$ cat src/rtl/box_plotter.sv
// rtl/box_plotter.sv - box request FIFO expanded into row-major per-pixel VGA plot writes
// Optional clipping to the 160x120 visible area is enabled by defining BOX_PLOTTER_CLIP_EN.
module box_plotter #(
    parameter int BOX_W = 4,
    parameter int BOX_H = 3,
    parameter int DEPTH = 4
) (
    input  logic       clk,
    input  logic       resetn,
    input  logic       req_valid,
    input  logic [7:0] req_x,
    input  logic [6:0] req_y,
    input  logic [2:0] req_colour,
    output logic       req_ready,
    output logic [7:0] vga_x,
    output logic [6:0] vga_y,
    output logic [2:0] vga_colour,
    output logic       plot,
    output logic       box_done,
    output logic       busy
);
    localparam int AW = $clog2(DEPTH);
    localparam int PW = AW + 1;
    localparam logic [PW-1:0] FULL    = PW'(DEPTH);
    localparam logic [2:0]    CX_LAST = 3'(BOX_W - 1);
    localparam logic [2:0]    CY_LAST = 3'(BOX_H - 1);

    typedef enum logic {S_IDLE, S_DRAW} state_t;

    logic [17:0]   mem_q [DEPTH];
    logic [PW-1:0] wr_ptr_q, rd_ptr_q, count_q;
    logic [PW-1:0] wr_ptr_d, rd_ptr_d, count_d;

    state_t     state_q, state_d;
    logic [2:0] cx_q, cx_d, cy_q, cy_d;
    logic [7:0] base_x_q, base_x_d;
    logic [6:0] base_y_q, base_y_d;
    logic [2:0] base_col_q, base_col_d;

    logic       push, pop, last_px;
    logic [17:0] head;
    logic [8:0] sum_x;
    logic [7:0] sum_y;
    logic       clipped;

    assign req_ready = (count_q != FULL);
    assign push      = req_valid && req_ready;
    assign head      = mem_q[AW'(rd_ptr_q)];

    always_ff @(posedge clk) begin
        if (push) begin
            mem_q[AW'(wr_ptr_q)] <= {req_x, req_y, req_colour};
        end
    end

    always_comb begin
        wr_ptr_d = wr_ptr_q;
        rd_ptr_d = rd_ptr_q;
        count_d  = count_q;
        if (push) begin
            wr_ptr_d = wr_ptr_q + 1'b1;
        end
        if (pop) begin
            rd_ptr_d = rd_ptr_q + 1'b1;
        end
        case ({push, pop})
            2'b10:   count_d = count_q + 1'b1;
            2'b01:   count_d = count_q - 1'b1;
            default: count_d = count_q;
        endcase
    end

    // On the final pixel cx/cy are left in place so the coordinates hold through IDLE.
    always_comb begin
        state_d    = state_q;
        cx_d       = cx_q;
        cy_d       = cy_q;
        base_x_d   = base_x_q;
        base_y_d   = base_y_q;
        base_col_d = base_col_q;
        pop        = 1'b0;
        last_px    = 1'b0;
        case (state_q)
            S_IDLE: begin
                if (count_q != '0) begin
                    pop = 1'b1;
                    {base_x_d, base_y_d, base_col_d} = head;
                    cx_d    = '0;
                    cy_d    = '0;
                    state_d = S_DRAW;
                end
            end
            S_DRAW: begin
                last_px = (cx_q == CX_LAST) && (cy_q == CY_LAST);
                if (cx_q == CX_LAST) begin
                    if (cy_q == CY_LAST) begin
                        state_d = S_IDLE;
                    end else begin
                        cx_d = '0;
                        cy_d = cy_q + 3'd1;
                    end
                end else begin
                    cx_d = cx_q + 3'd1;
                end
            end
            default: state_d = S_IDLE;
        endcase
    end

    always_ff @(posedge clk) begin
        if (!resetn) begin
            wr_ptr_q   <= '0;
            rd_ptr_q   <= '0;
            count_q    <= '0;
            state_q    <= S_IDLE;
            cx_q       <= '0;
            cy_q       <= '0;
            base_x_q   <= '0;
            base_y_q   <= '0;
            base_col_q <= '0;
        end else begin
            wr_ptr_q   <= wr_ptr_d;
            rd_ptr_q   <= rd_ptr_d;
            count_q    <= count_d;
            state_q    <= state_d;
            cx_q       <= cx_d;
            cy_q       <= cy_d;
            base_x_q   <= base_x_d;
            base_y_q   <= base_y_d;
            base_col_q <= base_col_d;
        end
    end

    assign sum_x = {1'b0, base_x_q} + {6'd0, cx_q};
    assign sum_y = {1'b0, base_y_q} + {5'd0, cy_q};

`ifdef BOX_PLOTTER_CLIP_EN
    assign clipped = (sum_x >= 9'd160) || (sum_y >= 8'd120);
`else
    assign clipped = 1'b0;
`endif

    assign vga_x      = sum_x[7:0];
    assign vga_y      = sum_y[6:0];
    assign vga_colour = base_col_q;
    assign plot       = (state_q == S_DRAW) && !clipped;
    assign box_done   = last_px;
    assign busy       = (count_q != '0) || (state_q != S_IDLE);
endmodule
$ cat config.mk
export PLATFORM = sky130hd
export DESIGN_NAME = box_plotter
export DESIGN_NICKNAME = d
export VERILOG_FILES = /design/src/rtl/box_plotter.sv
export SDC_FILE = /design/constraint.sdc
export NUM_CORES = 1
export LEC_CHECK = 0
export ABC_AREA = 1
export ABC_CLOCK_PERIOD_IN_PS = 2980
export BUFFER_PORTS_ARGS = -buffer_cell sky130_fd_sc_hd__buf_2
export CAP_MARGIN = 15
export CORE_UTILIZATION = 35
export DETAILED_ROUTE_END_ITERATION = 6
export GPL_TIMING_DRIVEN = 0
export SLEW_MARGIN = 20
export SYNTH_ARGS = -nofsm -noshare
export SYNTH_HDL_FRONTEND = slang
export SYNTH_SLANG_ARGS = --single-unit
$ cat constraint.sdc
create_clock -name clk -period 2.98 [get_ports clk]
set_input_delay 0 -clock clk [delete_from_list [all_inputs] [get_ports clk]]
set_output_delay 0 -clock clk [all_outputs]
set_load 0.005 [all_outputs]
==> results of run 1 <==
## through the flow
step	hold slack (ns)	power (mW)	util [%]
final	0.00494	4.96	43.9
after global routing	0.0107	5.32	43.9
after CTS	0.00245	5.01	43.9
after detailed placement	0.219	3.81	40.0
after global placement	0.212	3.73	39.5
after floorplan	0.0989	3.23	-
## report_power, final
part	total, mW	switching [mW]	internal [mW]
Combinational	1.82	1.11	0.705
Clock	1.18	0.522	0.659
Sequential	1.96	0.165	1.79
## cells in the final DEF, fill, tap and decap left out, drive strengths merged, types with 3 or more instances in the layout
cell	instances
nand3	15
clkbuf	13
inv	36
fa	3
dlygate4sd3	19
nand2	58
a21oi	12
ha	14
nor2	126
o21ai	63
xnor2	3
dfxtp	32
xor2	5
buf	59
edfxtp	72
## worst min-delay path, delay by kind of cell
| kind | cells | cell delay [ns] |
|---|---|---|
| compound gates | 2 | 0.13 |
| buf+inv | 1 | 0.17 |
## Yosys cell counts (all sizes together), types with 4 or more instances
| master | instances |
|---|---|
| nand2 | 58 |
| nor2 | 126 |
| ha | 14 |
| o21ai | 63 |
| edfxtp | 72 |
| nand3 | 15 |
| a21oi | 12 |
| xor2 | 5 |
| inv | 34 |
| clkbuf | 4 |
| dfxtp | 32 |
| buf | 14 |
## layer usage
layer	up-vias	GRT usage [%]
met5	-	0
met4	0	5.74
met3	12	2.21
met2	66	24.4
met1	1485	19.9
li1	1670	-
## worst paths after layout
path / from / to / slack (ns)
hold reg to reg: vga_colour[2]$_SDFFE_PN0P_ / vga_colour[2]$_SDFFE_PN0P_ / 0.52
setup reg to reg: count_q[0]$_SDFFE_PN0P_ / count_q[2]$_SDFFE_PN0P_ / 1.02
setup / recovery: cx_q[0]$_SDFFE_PN0P_ / vga_x[4] / 0.98
hold / removal: resetn / count_q[2]$_SDFFE_PN0P_ / 0.005
## flip-flops by register name (all words and copies together), names as in the netlist
register,count
base_y_q,7
plot,1
count_q,3
mem_q,72
vga_colour,3
cx_q,3
rd_ptr_q,2
base_x_q,8
cy_q,3
wr_ptr_q,2
## cell families after synthesis
group                    after synthesis  synth area share [%]
AND/OR/NAND/NOR                      202                  18.1
flip-flops                           104                  60.6
AO/OA/AOI/OAI                         76                  8.85
buffers and inverters                 52                  5.84
adder cells (fa/ha/maj)               17                  5.09
XOR/XNOR                               8                  1.52
## final cells by class
| cell class | count | share of cell area, % |
|---|---|---|
| Clock inverter | 7 | 1.38 |
| Buffer | 18 | 2.50 |
| Clock buffer | 9 | 4.02 |
| Timing Repair Buffer | 64 | 8.06 |
| Inverter | 34 | 2.32 |
| Tap cell | 172 | 3.84 |
| Sequential cell | 104 | 50.0 |
| Multi-Input combinational cell | 303 | 27.9 |
==> metrics, run 1 <==
final number of setup-violating endpoints 0; Worst Hold Class input port to flop; worst vdd ir ~0.33 mV; Buffers on Ports a little over 40; portion of the post-synthesis area used by sequential elements 60.6%; final WL between 9000 and 10000 µm; routed metal-1 wirelength around 4500 µm; post-synthesis net count around 500; area of the core region 0.0128 mm²; ys flop type edfxtp_1; clk_skew ~0.013 ns; number of warnings printed during yosys synthesis 0; met2 routed wirelength 4480 µm; master of the slowest instance on the critical path fa_1; clock tree from TritonCTS yes; total vias in the final route roughly 3200; vias per inst 4.55; clock input transition at the sequential cells of the worst setup and hold paths around 0.080 ns; number of hold buffers added after cts 19; antenna violations before repair 0; arrival time of the worst setup path 2.00 ns; Yosys top cell area share between 40 and 50%; Die Ht approximately 120 µm; worst-case setup slack after placement between 1 and 1.5 ns; max_slew headroom 53.4%; cts bufs inserted 9; startpoint kind of the worst setup timing path flop; cells along the critical path ha_1, inv_1, fa_1, o21ai_1, xor2_1, buf_2; Routed met3 length approximately 380 µm; nets@finish around 570; Achievable Freq 0.499 GHz; worst reg-to-reg path cell count 12; post-synth top area cell edfxtp_1; Synth cell types 31; top metal layer carrying routed signals met4; antenna cells 0; maximum net fanout on the critical path 4; Die W 117 µm; sum of buffers and inverters on the critical path 2; footprint of the multi-input gates approximately 0.0016 mm²; power density cells about 880 mW/mm²; H-tree levels 3; Static Leakage ~2.3 nW; count of placed standard cells in the final layout, fillers left out between 700 and 800; final worst path period share about two thirds; WL/cell between 10 and 15 µm; total clock sinks approximately 100; Root Buffer clkbuf_16; wire length of the first global-routing pass ~15000 µm; vias in the first global route approximately 2900; crit-path leading delay family adder cells; Async S/R FF share, synth 0%; maximum clock insertion buffer count 2; setup repair after global routing missed its margin false; setup ws final approximately 1 ns; total number of cells along the worst setup path 6; post-cts gate resize count 0; FF+latch area 0.00280 mm²; placed cell area slightly above 0.005 mm²; Global Route Usage Sum between 10 and 15%; DIE AREA ~0.014 mm²; Critical Path End Type primary output; I/O pin cnt 43; worst hold path cell count 3; Fin. Hold Viols 0; synthesized flop and latch total 104; cell area after layout roughly 0.0056 mm²; result of the run finished, final reports clean; stage delay of the slowest cell on the critical path roughly 0.40 ns; pin count of the biggest net entering global routing 19; growth of design area from synthesis to finish 21.2%; detailed-routing iteration count for the pre-antenna-repair pass 4; area of the mapped netlist approximately 0.0046 mm²; share of post-route cells with drive strength above 1 between 10% and 20%; cell types occupying the most area after synthesis edfxtp_1, dfxtp_1, nor2_1; EDFF count, synth 72; number of placed instances, taps included slightly below 700; average instance area after synthesis 10.1 µm²; effective utilization at floorplan between 30% and 40%; Congestion Overflow GR 0; Min Clock Period, post-route 2.00 ns; worst slew pin tran ~0.7 ns; summed negative setup slack over all endpoints 0 ns; number of pins exceeding their max-slew limit in the final report 0; worst setup path class flop to primary output; cell count after synthesis between 400 and 500; # fillers between 1000 and 1500; remaining routing DRC violations 0; RePlAce Congestion 0.734; number of max-cap violations 0; post-route antenna net violation count 0; placed wire-length estimate 6700 µm; clock insertion delay at the later pin of the skew report between 0.3 and 0.4 ns; post-CTS setup-driven buffer insertion count 0; count of standard-cell rows just over 40; Iteration-0 DRC Markers approximately 190; required arrival time at the worst endpoint approximately 3 ns
(Power assumes the default switching activity.)
==> run 2, diff against run 1 <==
Settings changed: ABC_AREA 1 to 0, ABC_CLOCK_PERIOD_IN_PS 2980 to 1950.
Clock period 2.98 ns to 1.95 ns, I/O delays scaled along.
==> run 2 against run 1 <==
- the flow now finishes with violations (setup timing)
- non-clock buffer count fell by 3
- sequential power is 56% higher
- design area decreased by 4.1%
- power increased by 37%
- global-route usage down 0.93 points
- clock skew decreased by 0.0046 ns
- sequential share of layout area up 2.5 points
- final cell count down 27%
- critical path type is now flop to flop
- critical endpoint is now count_q[2]$_SDFFE_PN0P_
- largest power group unchanged
==> metrics, run 2 <==
top flop regs mem_q: 72 flops, base_x_q: 8 flops, base_y_q: 7 flops; setup repair after global routing missed its margin true; synthesized flop and latch total 104 (unchanged); Largest register FFs 72 (unchanged); DIE AREA 0.0128 mm² (-6.2%); Static Leakage 2.01 nW (-12%); largest family of logic cells by synthesized area multiplexers; I/O pin cnt 43 (unchanged); mux cell area share after synthesis 10.9% (+11 points); worst vdd ir 0.433 mV (+30%); worst-case setup slack after placement -0.199 ns (-1.21 ns); pin count of the biggest net entering global routing 19 (unchanged); final WL 8450 µm (-11%); max_slew headroom 49.0% (-4.4 points); post-synth top area cell edfxtp_1; Congestion Overflow GR 0 (unchanged); portion of the post-synthesis area used by sequential elements 64.7% (+4.1 points); remaining routing DRC violations 0 (unchanged); Die W 113 µm (-3.1%); violations in the final reports setup timing; clk_skew 0.00795 ns (-0.00459 ns); count of placed standard cells in the final layout, fillers left out 520 (-27%); arithmetic-cell share of the synthesized area counting full adders, half adders and majority gates 5.43% (+0.34 points); detailed-routing iteration count for the pre-antenna-repair pass 4 (unchanged); Async S/R FF share, synth 0% (unchanged); Min Clock Period, post-route slightly above 2 ns; crit-path leading delay family simple AND/OR/NAND/NOR gates; WL/cell 16.3 µm (+21%); Die Ht 113 µm (-3.1%); post-synthesis net count 307 (-38%); Buffers on Ports 40 (-2.4%); most common cell after layout, fill and taps aside edfxtp_1; ys flop type edfxtp_1; wire length of the first global-routing pass 13300 µm (-11%); EDFF count, synth 72 (unchanged); placed cell area 0.00478 mm² (-6.5%); count of standard-cell rows 40 (-2.4%); startpoint kind of the worst setup timing path flop; Post-Synth XOR/XNOR Area 2.63% (+1.1 points); number of pins exceeding their max-slew limit in the final report 0 (unchanged); total clock sinks 104 (unchanged); result of the run complete, but fails checks; number of warnings printed during yosys synthesis 0 (unchanged); RePlAce Congestion 0.790 (+7.6%); cell area after layout 0.00538 mm² (-4.1%); Yosys top cell area share 49.9% (+3.1 points); Synth Area in Compound Gates 7.80% (-1.1 points); most instantiated cells after synthesis edfxtp_1, dfxtp_1, a22o_1; growth of design area from synthesis to finish 24.1%; Fin. Hold Viols 0 (unchanged); area of the mapped netlist 0.00433 mm² (-6.3%); average instance area after synthesis 16.1 µm² (+60%); number of max-cap violations 0 (unchanged); Root Buffer clkbuf_16; vias in the first global route 2461 (-15%); antenna violations before repair 0 (unchanged); final worst path period share 104%; required arrival time at the worst endpoint 2.22 ns (-0.76 ns); Achievable Freq about 0.49 GHz; # fillers 1087 (-8.7%); Iteration-0 DRC Markers 148 (-22%); basic-gate share of the synthesized area counting and, or, nand and nor cells 5.57% (-13 points); clock tree from TritonCTS yes; power density cells 1270 mW/mm² (+43%); Global Route Usage Sum 13.9% (-0.93 points); placed wire-length estimate 5470 µm (-18%); master of the slowest instance on the critical path or3b_4; worst slew pin tran 0.760 ns (+0.0624 ns); most used cells in the layout excluding fill and tap cells edfxtp_1, buf_2, dfxtp_1, dlygate4sd3_1, a22o_1; maximum net fanout on the critical path 3 (-1); setup ws final -0.0791 ns (-1.06 ns); cells along the critical path or3b_4, nand2_4, ha_4, inv_2, fa_2, xor2_1, or3_1, a21oi_2; arrival time of the worst setup path 2.29 ns (+0.29 ns); nets@finish 385 (-33%); vias per inst 4.82 (+5.9%); stage delay of the slowest cell on the critical path 0.42 ns (+0.02 ns); summed negative setup slack over all endpoints -0.0791 ns (-0.0791 ns); H-tree levels 3 (unchanged); Critical Path End Type flop; share of post-route cells with drive strength above 1 31.5% (+13 points); maximum clock insertion buffer count 2 (unchanged); sum of buffers and inverters on the critical path 1 (-1); final number of setup-violating endpoints 1 (+1); worst setup path class flop to flop; cell types occupying the most area after synthesis edfxtp_1, dfxtp_1, mux4_1; clock insertion delay at the later pin of the skew report 0.34 ns (about the same); Synth cell types 46 (+48%); cell count after synthesis 269 (-41%); number of placed instances, taps included 477 (-29%); total vias in the final route 2505 (-23%); most frequently used cell type in the post-synthesis netlist edfxtp_1; clock input transition at the sequential cells of the worst setup and hold paths 0.07 ns (about the same); cts bufs inserted 9 (unchanged); post-route antenna net violation count 0 (unchanged); effective utilization at floorplan 35.9% (-0.28 points); register name with the most flops mem_q; antenna cells 0 (unchanged); Worst Hold Class input port to flop; final hold slack 0.0830 ns (+0.0781 ns); area of the core region 0.0121 mm² (-5.6%)
run 2: cell types whose count changed after synthesis, moves of 8 or more:
| cell | delta |
|---|---|
| o21ai_1 | -42 |
| o21ai_0 | -8 |
| nor2_1 | -119 |
| a22o_1 | +18 |
| inv_1 | -14 |
| nand2_1 | -48 |
| mux4_1 | +9 |
| mux4_2 | +9 |
run 2: final timing paths:
kind / to / start / slack (ns) / cells past startpoint
setup / recovery: count_q[2]$_SDFFE_PN0P_ / count_q[1]$_SDFFE_PN0P_ / -0.08 / 8
hold / removal: wr_ptr_q[0]$_SDFFE_PN0P_ / req_valid / 0.08 / 3
setup reg to reg: count_q[2]$_SDFFE_PN0P_ / count_q[1]$_SDFFE_PN0P_ / -0.08 / 8
hold reg to reg: vga_colour[0]$_SDFFE_PN0P_ / vga_colour[0]$_SDFFE_PN0P_ / 0.48 / 1
run 2: per-layer routing:
metal | part of all wire, % | vias up | global-route usage (%)
met5 | 0 | - | 0
met1 | 48 | 1250 | 19.1
li1 | - | 1205 | -
met3 | 3.1 | 5 | 2.79
met4 | 1.0 | 0 | 4.47
met2 | 47 | 45 | 22.2
run 2: logic make-up after synthesis:
family / Yosys count
XOR/XNOR: 13
multiplexers: 21
buffers and inverters: 27
AND/OR/NAND/NOR: 41
AO/OA/AOI/OAI: 46
adder cells (fa/ha/maj): 17
flip-flops: 104
run 2: where the power goes:
group	leakage (nW)	switching [mW]	internal, mW
clock network	0.139	0.807	0.883
logic	0.943	1.03	1.04
registers	0.926	0.276	2.78
total	2.01	2.11	4.70
run 2: what timing repair did:
item	4_1_cts	5_1_grt
hold endpoints to repair	77	0
pin swaps	7	6
endpoints found under the setup margin	58	24
resized for setup	14	12
setup buffers	7	2
hold buffers	19	0
run 2: metrics by stage:
step	total power [mW]	util (%)
6_report	6.81	44.6
5_1_grt	7.19	44.6
4_1_cts	6.83	44.2
3_5_place_dp	5.00	39.6
3_3_place_gp	4.94	39.6
2_1_floorplan	4.32	-
run 2: worst reg2reg max path, delay by kind of cell, from the launching register on:
| kind | cells | cell delay (ns) |
|---|---|---|
| buffers and inverters | 1 | 0.04 |
| AOI/OAI and AO/OA | 1 | 0.12 |
| DFF | 1 | 0.34 |
| xor gates and xnor gates | 1 | 0.15 |
| and+or+nand+nor | 3 | 0.83 |
| adders and majority gates | 2 | 0.47 |
run 2: final cells by class:
type / instances / area [µm²] / share of cell area, %
multi-input combinational: 138 / 1480 / 27.6
inverter: 15 / 56.3 / 1.05
timing repair buffer: 68 / 458 / 8.52
clock buffer: 10 / 229 / 4.26
tap: 168 / 210 / 3.91
buffer: 11 / 72.6 / 1.35
sequential: 104 / 2820 / 52.5
clock inverter: 6 / 47.5 / 0.885
==> run 3, diff against run 2 <==
Settings changed: RECOVER_POWER set to 50.
==> run 3 against run 2 <==
- the run still ends with setup timing left
- utilization shrank 0.30 points
- global-route usage is the same
- maximum frequency is essentially flat
- largest power group unchanged
- power shrank 0.45%
- via count is essentially flat
- hold slack is essentially flat
- die area is the same
- critical path type unchanged
- clock power is essentially flat
- final cell count is the same
- routed wire length grew 0.37%
- combinational power is essentially flat
- non-clock buffer count is the same
==> metrics, run 3 (synthesis gave the netlist of run 2 again) <==
stage delay of the slowest cell on the critical path 0.42 ns (about the same); number of pins exceeding their max-slew limit in the final report 0 (unchanged); utilization of the core after routing 44.3% (-0.30 points); startpoint kind of the worst setup timing path flop; pin count of the biggest net entering global routing 19 (unchanged); max_slew headroom 49.5% (+0.47 points); number of max-cap violations 0 (unchanged); vias in the first global route 2461 (unchanged); Routed met3 length 237 µm (-10%); Min Clock Period, post-route 2.03 ns (+0.000529 ns); Root Buffer clkbuf_16; WL/cell 16.3 µm (+0.37%); most common cell after layout, fill and taps aside edfxtp_1; remaining routing DRC violations 0 (unchanged); growth of design area from synthesis to finish 23.2%; Global Route Usage Sum 13.9% (unchanged); RePlAce Congestion 0.790 (unchanged); area of the core region 0.0121 mm² (unchanged); placed cell area 0.00478 mm² (unchanged); share of post-route cells with drive strength above 1 26.1% (-5.4 points); register name with the most flops mem_q; top metal layer carrying routed signals met4; arrival time of the worst setup path 2.29 ns (about the same); detailed-routing iteration count for the pre-antenna-repair pass 4 (unchanged); Iteration-0 DRC Markers 160 (+8.1%); most used cells in the layout excluding fill and tap cells edfxtp_1, dfxtp_1, buf_2, clkbuf_1, dlygate4sd3_1; Fin. Hold Viols 0 (unchanged); required arrival time at the worst endpoint 2.22 ns (about the same); worst reg2reg path startpoint count_q[1]$_SDFFE_PN0P_; maximum clock insertion buffer count 2 (unchanged); top flop regs mem_q: 72 flops, base_x_q: 8 flops, base_y_q: 7 flops; worst-case setup slack after placement -0.199 ns (unchanged); I/O pin cnt 43 (unchanged); clock tree from TritonCTS yes; sum of buffers and inverters on the critical path 1 (unchanged); power density cells 1270 mW/mm² (+0.22%); Buffers on Ports 40 (unchanged); cts bufs inserted 9 (unchanged); setup repair after global routing missed its margin true; placed wire-length estimate 5470 µm (unchanged); clock insertion delay at the later pin of the skew report 0.34 ns (about the same); Achievable Freq 0.493 GHz (about the same); Congestion Overflow GR 0 (unchanged); antenna cells 0 (unchanged); antenna violations before repair 0 (unchanged); cells along the critical path or3b_4, nand2_4, ha_4, inv_2, fa_2, xor2_1, or3_1, a21oi_2; worst setup path class flop to flop; setup ws final -0.0797 ns (-0.000529 ns); startpoint of the lowest-slack hold path req_valid; routed metal-1 wirelength 4150 µm (+1.3%); worst vdd ir 0.435 mV (+0.34%); cell area after layout 0.00534 mm² (-0.68%); Die Ht 113 µm (unchanged); final worst path period share 104% (about the same); clk_skew 0.00861 ns (+0.000663 ns); Largest register FFs 72 (unchanged); count of standard-cell rows 40 (unchanged); violations in the final reports setup timing; clock input transition at the sequential cells of the worst setup and hold paths 0.07 ns (about the same); final number of setup-violating endpoints 1 (unchanged); DIE AREA 0.0128 mm² (unchanged); master of the slowest instance on the critical path or3b_4; total vias in the final route 2503 (-0.080%); final WL 8480 µm (+0.37%); total clock sinks 104 (unchanged); r2r endpoint count_q[2]$_SDFFE_PN0P_; endpoint with the worst hold slack wr_ptr_q[0]$_SDFFE_PN0P_; worst hold path cell count 3 (unchanged); Worst Hold Class input port to flop; post-route antenna net violation count 0 (unchanged); wire length of the first global-routing pass 13300 µm (unchanged); Die W 113 µm (unchanged); Static Leakage 1.95 nW (-2.7%); worst reg-to-reg path cell count 8 (unchanged); worst slew pin tran 0.753 ns (-0.00700 ns); nets@finish 385 (unchanged); H-tree levels 3 (unchanged); maximum net fanout on the critical path 3 (unchanged); final hold slack 0.0835 ns (+0.000473 ns); summed negative setup slack over all endpoints -0.0797 ns (-0.000529 ns); result of the run complete, but fails checks; Critical Path End Type flop; effective utilization at floorplan 35.9% (unchanged); met2 routed wirelength 4010 µm (+0.15%); vias per inst 4.81 (about the same); crit-path leading delay family simple AND/OR/NAND/NOR gates; Reg2Reg Setup Slack -0.08 ns (about the same)
[run 3: changes by cell type in the layout (fill, tap and decap cells not counted), sizes merged]
cell,before,now
buf,56,37
clkbuf,14,33
[run 3: cell type report]
class | count | area [µm²]
tap | 168 | 210
clock buffer | 10 | 229
clock inverter | 6 | 47.5
inverter | 15 | 56.3
multi-input combinational | 138 | 1470
buffer | 11 | 70.1
fill | 1097 | 6720
timing repair buffer | 68 | 435
sequential | 104 | 2820
[run 3: layer usage]
metal | track usage, % | vias up
met5 | 0 | -
met4 | 4.47 | 0
met3 | 2.79 | 5
met2 | 22.2 | 48
met1 | 19.1 | 1248
li1 | - | 1202
[run 3: worst max path at each step]
stage	start	end	slack, ns	depth (start not counted)
final	count_q[1]$_SDFFE_PN0P_	count_q[2]$_SDFFE_PN0P_	-0.08	8
after global routing	count_q[1]$_SDFFE_PN0P_	count_q[2]$_SDFFE_PN0P_	-0.14	8
after CTS	count_q[0]$_SDFFE_PN0P_	count_q[2]$_SDFFE_PN0P_	-0.11	8
after detailed placement	count_q[1]$_SDFFE_PN0P_	count_q[2]$_SDFFE_PN0P_	-0.20	9
after global placement	count_q[1]$_SDFFE_PN0P_	count_q[2]$_SDFFE_PN0P_	-0.16	9
after floorplan	count_q[1]$_SDFFE_PN0P_	count_q[2]$_SDFFE_PN0P_	-0.1	9
[run 3: where the power goes]
part | internal (mW) | leakage (nW) | switching [mW]
sequential | 2.78 | 0.926 | 0.278
clock | 0.883 | 0.139 | 0.806
combinational | 1.01 | 0.889 | 1.02
[run 3: timing repair]
action                     CTS  global route
gates resized for setup     14            12
pin swaps                    7             6
hold buffers                19             0
setup buffers                7             2
setup endpoints to repair   58            24
hold endpoints to repair    77             0
[run 3: through the flow]
| stage | cells | total power [mW] |
|---|---|---|
| after floorplan | 269 | 4.32 |
| after global placement | 477 | 4.94 |
| after detailed placement | 477 | 5.00 |
| after CTS | 518 | 6.83 |
| after global routing | 520 | 7.15 |
| final | 520 | 6.77 |
[run 3: worst min-delay path, cell delays in order]
cell and delay, ns:
buf_1 0.19, nand3_1 0.13, a21oi_1 0.06
